File: config.mk
export PLATFORM = sky130hd
export DESIGN_NAME = swim_frame_tx
export DESIGN_NICKNAME = d
export VERILOG_FILES = /design/src/rtl/swim_frame_tx.sv
export SDC_FILE = /design/constraint.sdc
export NUM_CORES = 1
export LEC_CHECK = 0
export CAP_MARGIN = 40
export CORE_AREA = 2 2 66 68
export CTS_CLUSTER_DIAMETER = 200
export CTS_CLUSTER_SIZE = 28
export DETAILED_ROUTE_END_ITERATION = 6
export DIE_AREA = 0 0 68 70
export HOLD_SLACK_MARGIN = 0.12
export PLACE_DENSITY = 0.73
export RECOVER_POWER = 25
export SETUP_SLACK_MARGIN = 0.5
export SYNTH_ARGS = -nofsm -noshare
export SYNTH_HDL_FRONTEND = slang
export SYNTH_SLANG_ARGS = --single-unit
export TNS_END_PERCENT = 5
File: constraint.sdc
create_clock -name clk -period 2.6 [get_ports clk]
set_clock_uncertainty 0.2 [all_clocks]
set_input_delay 0.52 -clock clk [delete_from_list [all_inputs] [get_ports clk]]
set_output_delay 0.52 -clock clk [all_outputs]
set_load 0.02 [all_outputs]
File: src/rtl/swim_frame_tx.sv
`default_nettype none
// ============================================================================
// Module   : swim_frame_tx
// Brief    : SWIM low-speed frame transmitter with ACK/NACK decode for an
//            open-drain STM8 debug line.
// Revision : 1.0 - initial release
// ============================================================================
module swim_frame_tx #(
    parameter int BIT_CYCLES   = 22,
    parameter int SHORT_CYCLES = 2,
    parameter int SAMPLE_POINT = 11,
    parameter int ACK_TIMEOUT  = 64
) (
    input  logic       clk,
    input  logic       reset,
    input  logic       start,
    input  logic       is_cmd,
    input  logic [7:0] data,
    input  logic       swim_in,
    output logic       swim_oe,
    output logic       busy,
    output logic       done,
    output logic       ack,
    output logic       nack,
    output logic       timeout
);

    localparam int c_CNT_MAX0 = (BIT_CYCLES > ACK_TIMEOUT) ? BIT_CYCLES : ACK_TIMEOUT;
    localparam int c_CNT_MAX  = (c_CNT_MAX0 > SAMPLE_POINT) ? c_CNT_MAX0 : SAMPLE_POINT;
    localparam int c_CNT_W    = $clog2(c_CNT_MAX + 1);

    localparam logic [c_CNT_W-1:0] c_BIT_LAST  = c_CNT_W'(BIT_CYCLES - 1);
    localparam logic [c_CNT_W-1:0] c_TO_LAST   = c_CNT_W'(ACK_TIMEOUT - 1);
    localparam logic [c_CNT_W-1:0] c_SAMPLE    = c_CNT_W'(SAMPLE_POINT);
    localparam logic [c_CNT_W-1:0] c_LOW_ONE   = c_CNT_W'(SHORT_CYCLES);
    localparam logic [c_CNT_W-1:0] c_LOW_ZERO  = c_CNT_W'(BIT_CYCLES - SHORT_CYCLES);

    typedef enum logic [2:0] {
        S_IDLE       = 3'd0,
        S_SEND       = 3'd1,
        S_ACK_WAIT   = 3'd2,
        S_ACK_SAMPLE = 3'd3,
        S_ACK_END    = 3'd4,
        S_DONE       = 3'd5
    } state_t;

    state_t               r_state_q, w_state_d;
    logic [c_CNT_W-1:0]   r_cnt_q, w_cnt_d;
    logic [3:0]           r_bit_q, w_bit_d;
    logic [9:0]           r_frame_q, w_frame_d;
    logic                 r_is_cmd_q, w_is_cmd_d;
    logic                 r_ack_q, w_ack_d;
    logic                 r_nack_q, w_nack_d;
    logic                 r_timeout_q, w_timeout_d;
    logic                 r_swim_oe_q, w_swim_oe_d;
    logic                 r_busy_q, w_busy_d;
    logic                 r_done_q, w_done_d;
    logic [1:0]           r_sync_q, w_sync_d;
    logic                 r_sw_prev_q, w_sw_prev_d;

    logic                 w_sw_s;
    logic                 w_fall;
    logic [3:0]           w_bit_last;
    logic [c_CNT_W-1:0]   w_low_len;

    assign w_sw_s     = r_sync_q[1];
    assign w_fall     = r_sw_prev_q & ~w_sw_s;
    assign w_bit_last = r_is_cmd_q ? 4'd4 : 4'd9;

    always_comb begin
        w_state_d   = r_state_q;
        w_cnt_d     = r_cnt_q;
        w_bit_d     = r_bit_q;
        w_frame_d   = r_frame_q;
        w_is_cmd_d  = r_is_cmd_q;
        w_ack_d     = r_ack_q;
        w_nack_d    = r_nack_q;
        w_timeout_d = r_timeout_q;
        w_sync_d    = {r_sync_q[0], swim_in};
        w_sw_prev_d = w_sw_s;

        case (r_state_q)
            S_IDLE: begin
                if (start) begin
                    // Frame is left-aligned: header, payload MSB first, parity.
                    if (is_cmd) begin
                        w_frame_d = {1'b0, data[2:0], ^data[2:0], 5'b0_0000};
                    end else begin
                        w_frame_d = {1'b0, data, ^data};
                    end
                    w_is_cmd_d  = is_cmd;
                    w_ack_d     = 1'b0;
                    w_nack_d    = 1'b0;
                    w_timeout_d = 1'b0;
                    w_cnt_d     = '0;
                    w_bit_d     = 4'd0;
                    w_state_d   = S_SEND;
                end
            end
            S_SEND: begin
                if (r_cnt_q == c_BIT_LAST) begin
                    w_cnt_d = '0;
                    if (r_bit_q == w_bit_last) begin
                        w_state_d = S_ACK_WAIT;
                    end else begin
                        w_bit_d   = r_bit_q + 4'd1;
                        w_frame_d = {r_frame_q[8:0], 1'b0};
                    end
                end else begin
                    w_cnt_d = r_cnt_q + 1'b1;
                end
            end
            S_ACK_WAIT: begin
                if (w_fall) begin
                    w_cnt_d   = '0;
                    w_state_d = S_ACK_SAMPLE;
                end else if (r_cnt_q == c_TO_LAST) begin
                    w_timeout_d = 1'b1;
                    w_state_d   = S_DONE;
                end else begin
                    w_cnt_d = r_cnt_q + 1'b1;
                end
            end
            S_ACK_SAMPLE: begin
                if (r_cnt_q == c_SAMPLE) begin
                    // A short target pulse has already ended here: high means ACK.
                    w_ack_d   = w_sw_s;
                    w_nack_d  = ~w_sw_s;
                    w_cnt_d   = '0;
                    w_state_d = S_ACK_END;
                end else begin
                    w_cnt_d = r_cnt_q + 1'b1;
                end
            end
            S_ACK_END: begin
                if (w_sw_s) begin
                    w_state_d = S_DONE;
                end else if (r_cnt_q == c_TO_LAST) begin
                    w_timeout_d = 1'b1;
                    w_state_d   = S_DONE;
                end else begin
                    w_cnt_d = r_cnt_q + 1'b1;
                end
            end
            S_DONE: begin
                w_state_d = S_IDLE;
            end
            default: begin
                w_state_d = S_IDLE;
            end
        endcase

        // Outputs are registered from next-state values so the pin never glitches.
        w_low_len   = w_frame_d[9] ? c_LOW_ONE : c_LOW_ZERO;
        w_swim_oe_d = (w_state_d == S_SEND) && (w_cnt_d < w_low_len);
        w_busy_d    = (w_state_d != S_IDLE);
        w_done_d    = (w_state_d == S_DONE);
    end

    always_ff @(posedge clk or posedge reset) begin
        if (reset) begin
            r_state_q   <= S_IDLE;
            r_cnt_q     <= '0;
            r_bit_q     <= 4'd0;
            r_frame_q   <= 10'd0;
            r_is_cmd_q  <= 1'b0;
            r_ack_q     <= 1'b0;
            r_nack_q    <= 1'b0;
            r_timeout_q <= 1'b0;
            r_swim_oe_q <= 1'b0;
            r_busy_q    <= 1'b0;
            r_done_q    <= 1'b0;
            r_sync_q    <= 2'b11;
            r_sw_prev_q <= 1'b1;
        end else begin
            r_state_q   <= w_state_d;
            r_cnt_q     <= w_cnt_d;
            r_bit_q     <= w_bit_d;
            r_frame_q   <= w_frame_d;
            r_is_cmd_q  <= w_is_cmd_d;
            r_ack_q     <= w_ack_d;
            r_nack_q    <= w_nack_d;
            r_timeout_q <= w_timeout_d;
            r_swim_oe_q <= w_swim_oe_d;
            r_busy_q    <= w_busy_d;
            r_done_q    <= w_done_d;
            r_sync_q    <= w_sync_d;
            r_sw_prev_q <= w_sw_prev_d;
        end
    end

    assign swim_oe = r_swim_oe_q;
    assign busy    = r_busy_q;
    assign done    = r_done_q;
    assign ack     = r_ack_q;
    assign nack    = r_nack_q;
    assign timeout = r_timeout_q;

endmodule
`default_nettype wire

Yosys cells after proc, flatten, opt, wreduce, memory -nomap -nowiden
Cells that the tools add are included.

word-level totals
  flip-flop bits (word level) = 34
  input bits = 13
  output and inout bits = 6
  word-level logic and storage cells = 82

operators by class
  $add $sub $neg = 2
  $lt $le $gt $ge = 1
  eq/ne operators = 16
  mux-type cells = 35
  bitwise gates (word level) = 2
  reductions and logical operators = 12

operators by type and width
  cell                   number
  $mux W7                6
  $pmux W7 S5            1
  $mux W10               3
  $mux W3                7
  $pmux W10 S2           1
  $mux W4                4
  $pmux W3 S5            1
  $ne A2 B2 Y1 const B   6
  $mux W9                1
  $pmux W4 S2            1
  $reduce_and A4 Y1      2
  $reduce_xor A8 Y1      1
  $add A7 B1 Y7 const B  1
  $eq A7 B4 Y1 const B   1
  $eq A7 B5 Y1 const B   1
  $eq A7 B6 Y1 const B   1
  $lt A7 B5 Y1           1
  $eq A3 B1 Y1 const B   2
  $eq A3 B2 Y1 const B   2
  $eq A3 B3 Y1 const B   2
  $mux W1                6
  $reduce_bool A3 Y1     2
  $mux W5                1
  $add A4 B1 Y4 const B  1
  other kinds (11)       13

Logic depth before layout (Yosys ltp)
  depth in word-level cells = 8
  depth in mapped cells = 11
  gate-level depth less buffers = 11

Worst setup path after synthesis
No wires, ideal clock.

  kind = reg2reg
  from = register r_cnt_q[1]
  to = register r_swim_oe_q (netlist: swim_oe)
  setup time = 0.095 ns
  arrival = 2.435 ns
  required time = 2.305 ns
  slack = -0.130 ns
  stages on the path, launching flop included = 10
  path buffers = 0
  clock period less this slack = 2.730 ns
  path through = dfrtp_1 -> inv_1 -> ha_1 -> and4b_1 -> nand3b_1 -> nor3b_2 -> mux2i_1 -> ha_1 -> or4_4 -> nor4b_2

between the ends
  longest elaborated chain between the ends = 6
  elaborated cells on any way between the ends = 23
  classes of those cells = add/sub (1); order compare (1); eq/ne (4); mux (16); reduce/logical (1)

RTL lines
  element                   RTL line  RTL
  start: declaration        48        logic [c_CNT_W-1:0] r_cnt_q, w_cnt_d;
  start signal: assignment  177       r_cnt_q <= w_cnt_d;
  $eq A7 B5 Y1              101       if (r_cnt_q == c_BIT_LAST) begin
  $mux W10                  101
  $pmux W10 S2              82        case (r_state_q)
  named net w_frame_d[9]    50        logic [9:0] r_frame_q, w_frame_d;
  $mux W5                   154       w_low_len = w_frame_d[9] ? c_LOW_ONE : c_LOW_ZERO;
  $lt A7 B5 Y1              155       w_swim_oe_d = (w_state_d == S_SEND) && (w_cnt_d < w_low_len);
  $logic_and A1 B1 Y1       155
  named net w_swim_oe_d     55        logic r_swim_oe_q, w_swim_oe_d;
  end signal: assignment    184       r_swim_oe_q <= w_swim_oe_d;
  end: declaration          55

The timed path passes the listed nets, and every way through them passes these cells. The select of a mux whose other input is x is not followed.
A chain may end at the register's enable or synchronous reset.

Worst setup path in the final report
  from = register r_cnt_q[1]
  to = register r_swim_oe_q (netlist: swim_oe)

between the ends
  longest elaborated chain between the ends = 6
  elaborated cells on any way between the ends = 23
  classes of those cells = add/sub (1); order compare (1); eq/ne (4); mux (16); reduce/logical (1)

RTL lines
  element                                               RTL line
  $add A7 B1 Y7 / $eq A7 B6 Y1 (equally long branches)  n/a
  $mux W7                                               117, 138
  $mux W7, on equally long branches                     136, 114
  $pmux W7 S5 *                                         82
  named net w_cnt_d[4]                                  48
  $lt A7 B5 Y1 *                                        155
  $logic_and A1 B1 Y1 *                                 155
  named net w_swim_oe_d                                 55

Mark *: on every way through the listed nets, which the timed path passes. The rest lies on a longest branch. The select of a mux whose other input is x is not followed.

==> metrics.yaml <==
detailed_routing:
  viasPerCell: 5.69
  detail_route.wl_per_cell_um: 15.1
  drt_iter0_markers: 126
  wirelength_mm: 4.72
  vias: 1774
  drt_pass1_iterations: 4
  drtAntennaViolNets: 0
  post-route-drc-count: 0
clock_network:
  cts.clk_slew.worst_paths_ns: 0.07
  insertion_delay_ns: 0.28
  ctsHoldBuffers: 0
  tritoncts.num_buffers: 5
  cts-root-buf: "clkbuf_8"
  h-tree-depth: 2
  clock_sinks: 34
  clockBufferDepth: 2
  tritoncts: "built"
pwr:
  power.density_nw_per_um2: 895
  leakage_nw: 1.19
  p_total_mw: 2.40
  worst_ir_drop_vdd_v: 0.000462
sta:
  max_slew_margin: 0.434
  timing.final.crit_period_ns: 2.65
  hold_viol: 0
  rsz0062_at_grt: "yes"
  fin_crit_sh: 1.02
  slew_viol_final: 0
  timing.final.ws_setup_ns: -0.0528
  tns_ns: -0.0528
  max_freq_ghz: 0.377
  tightest_slew_ns: 0.849
  setup_violations: 1
placed_design:
  port_buffers: 18
  dp.cells: 300
  placed_area_um2: 2440
  gp_congestion: 0.904
  dpl.hpwl_mm: 3.43
grt:
  first_global_vias: 1707
  grt_overflow: 0
  grt.total_usage: 0.211
  grt_max_degree: 35
  grt_pass1_wl_mm: 7.67
  antenna_found_initial: 0
cells_and_area:
  insertedDiodeCount: 0
  area_growth_syn_to_layout_pct: 36.4
  final_util: 0.646
  seqCellArea_um2: 855
  final_cell_count_no_fill: 312
  fillers: 355
  final_cell_area_um2: 2680
  multiInputGateArea_um2: 1130
  drive_gt1_frac: 0.285
  nets: 277
synthesis:
  synth-seq-cells: 34
  synth_seq_area_share: 0.436
  synth_top_family_by_area: "simple AND/OR/NAND/NOR gates"
  yosysWarnings: 0
  syn_inst: 203
  ys_types: 53
  async_flop_share: 1.00
  synthAdderAreaFrac: 0.0319
  ys.flop_type: "dfrtp_1"
  synth_xor_area_frac: 0.0580
  synth_simple_gate_area_frac: 0.194
  synth-compound-area-share: 0.184
  synth_edf_count: 0
  netlist_area_um2: 1960
  synth_nets: 221
  synthMuxAreaShare: 0.0523
  avgSynthCellArea_um2: 9.66
die:
  die_w_um: 68
  die_y_um: 70
  fp-row-count: 24
  design.die.area_um2: 4760
  coreArea_um2: 4140
  start_util: 0.473
  pin_count: 19
job:
  max-cap-violations: 0
critical_path:
  path_max_fanout: 3
  path_class: "register to register"
  worstSetupEndpointType: "register"
  arrival_ns: 2.64
  required_ns: 2.59
  reg2reg_slack_ns: -0.05
  start_kind: "register"
run_status:
  outcome: "finished with violations"
  failed_checks: "setup timing"
min_path:
  holdCritPathClass: "register to register"
[report_power, final]
group / switching [mW] / internal (mW)
combinational: 0.576 / 0.602
sequential: 0.121 / 0.693
clock: 0.191 / 0.213
total: 0.887 / 1.51
[worst max-delay path: stages, from the launching register on]
cell	delay, ns
dfrtp_1	0.41
inv_1	0.07
ha_2	0.15
and4b_1	0.20
nand3b_1	0.12
buf_4	0.18
a22oi_2	0.19
o21ai_1	0.17
ha_4	0.19
or4_4	0.42
nor4b_2	0.26
[cell usage in the layout, fill, tap and decap left out, drive strengths merged, types with 3 or more instances in the layout]
master,instances
nand2,17
nand3,5
nor2,17
nor3b,3
a31oi,4
ha,5
a222oi,4
xnor2,9
dfrtp,31
xor2,4
a21oi,10
dfstp,3
nor3,4
mux2i,8
inv,11
buf,39
a221o,4
o21ai,14
clkbuf,7
nand2b,3
nor2b,3
clkdlybuf4s50,16
[cell families (layout without fill, tap and decap cells)]
kind of cell | Yosys count | in the layout
AOI/OAI and AO/OA | 53 | 53
and+or+nand+nor | 68 | 68
adders and majority gates | 5 | 5
DFF | 34 | 34
xor gates and xnor gates | 13 | 13
buffers and inverters | 20 | 77
muxes | 10 | 10
[path summary, 6_finish.rpt]
path | from | end | cells after the start
setup / recovery | r_cnt_q[1] | swim_oe | 10
setup reg to reg | r_cnt_q[1] | swim_oe | 10
min in group asynchronous | reset | r_frame_q[4] | 3
hold / removal | r_sync_q[0] | r_sync_q[1] | 0
hold reg to reg | r_sync_q[0] | r_sync_q[1] | 0
max in group asynchronous | reset | r_state_q[2] | 3
[metrics by stage]
stage / setup slack [ns] / hold WS [ns]
6_report: -0.0528 / 0.162
5_1_grt: -0.161 / 0.169
4_1_cts: 0.00607 / 0.158
3_5_place_dp: -0.136 / 0.147
3_3_place_gp: -0.0975 / 0.147
2_1_floorplan: 0.0132 / 0.145
[registers in the layout (all words and copies together), names as in the netlist]
register	flops
r_is_cmd_q	1
r_sync_q	2
busy	1
r_frame_q	10
timeout	1
r_cnt_q	7
done	1
r_state_q	3
nack	1
swim_oe	1
r_sw_prev_q	1
r_bit_q	4
ack	1
[final cells by class]
cell class / count / area share
Tap cell: 52 / 0.0243
Sequential cell: 34 / 0.319
Multi-Input combinational cell: 149 / 0.421
Clock buffer: 6 / 0.0309
Clock inverter: 2 / 0.00468
Inverter: 11 / 0.0154
Timing Repair Buffer: 58 / 0.185
[per-layer routing]
metal,global-route usage,part of all wire
met5,0,0
met4,0.0756,0.018
met3,0.0354,0.035
met2,0.340,0.51
met1,0.281,0.44
[synthesized netlist by cell type, types with 2 or more instances]
cell type  count  area (um^2)
a2111oi_0      2         17.5
a21oi_1       10         50.1
a221o_1        4         40.0
a222oi_1       4         40.0
a31oi_1        4         25.0
buf_2          3         15.0
clkbuf_1       4         15.0
dfrtp_1       31          776
dfstp_2        3         78.8
ha_1           5         62.6
inv_1         11         41.3
mux2_2         2         22.5
mux2i_1        8         80.1
nand2_1       17         63.8
nand2b_1       3         18.8
nand3_1        5         25.0
nand3b_1       2         15.0
nor2_1        17         63.8
nor2b_1        3         18.8
nor3_1         4         20.0
nor3b_1        2         15.0
nor4bb_1       2         20.0
o211ai_1       2         15.0
o21ai_0       13         65.1
o22ai_1        2         12.5
or2_2          2         12.5
xnor2_1        9         78.8
xor2_1         4         35.0
[what timing repair did]
action / CTS / global route
setup endpoints to repair: 17 / 24
pin swaps: 7 / 10
hold endpoints to repair: 0 / 0
gates resized for setup: 9 / 17
buffers inserted: 4 / 0
Note: power is estimated with default switching activity, not from simulation.
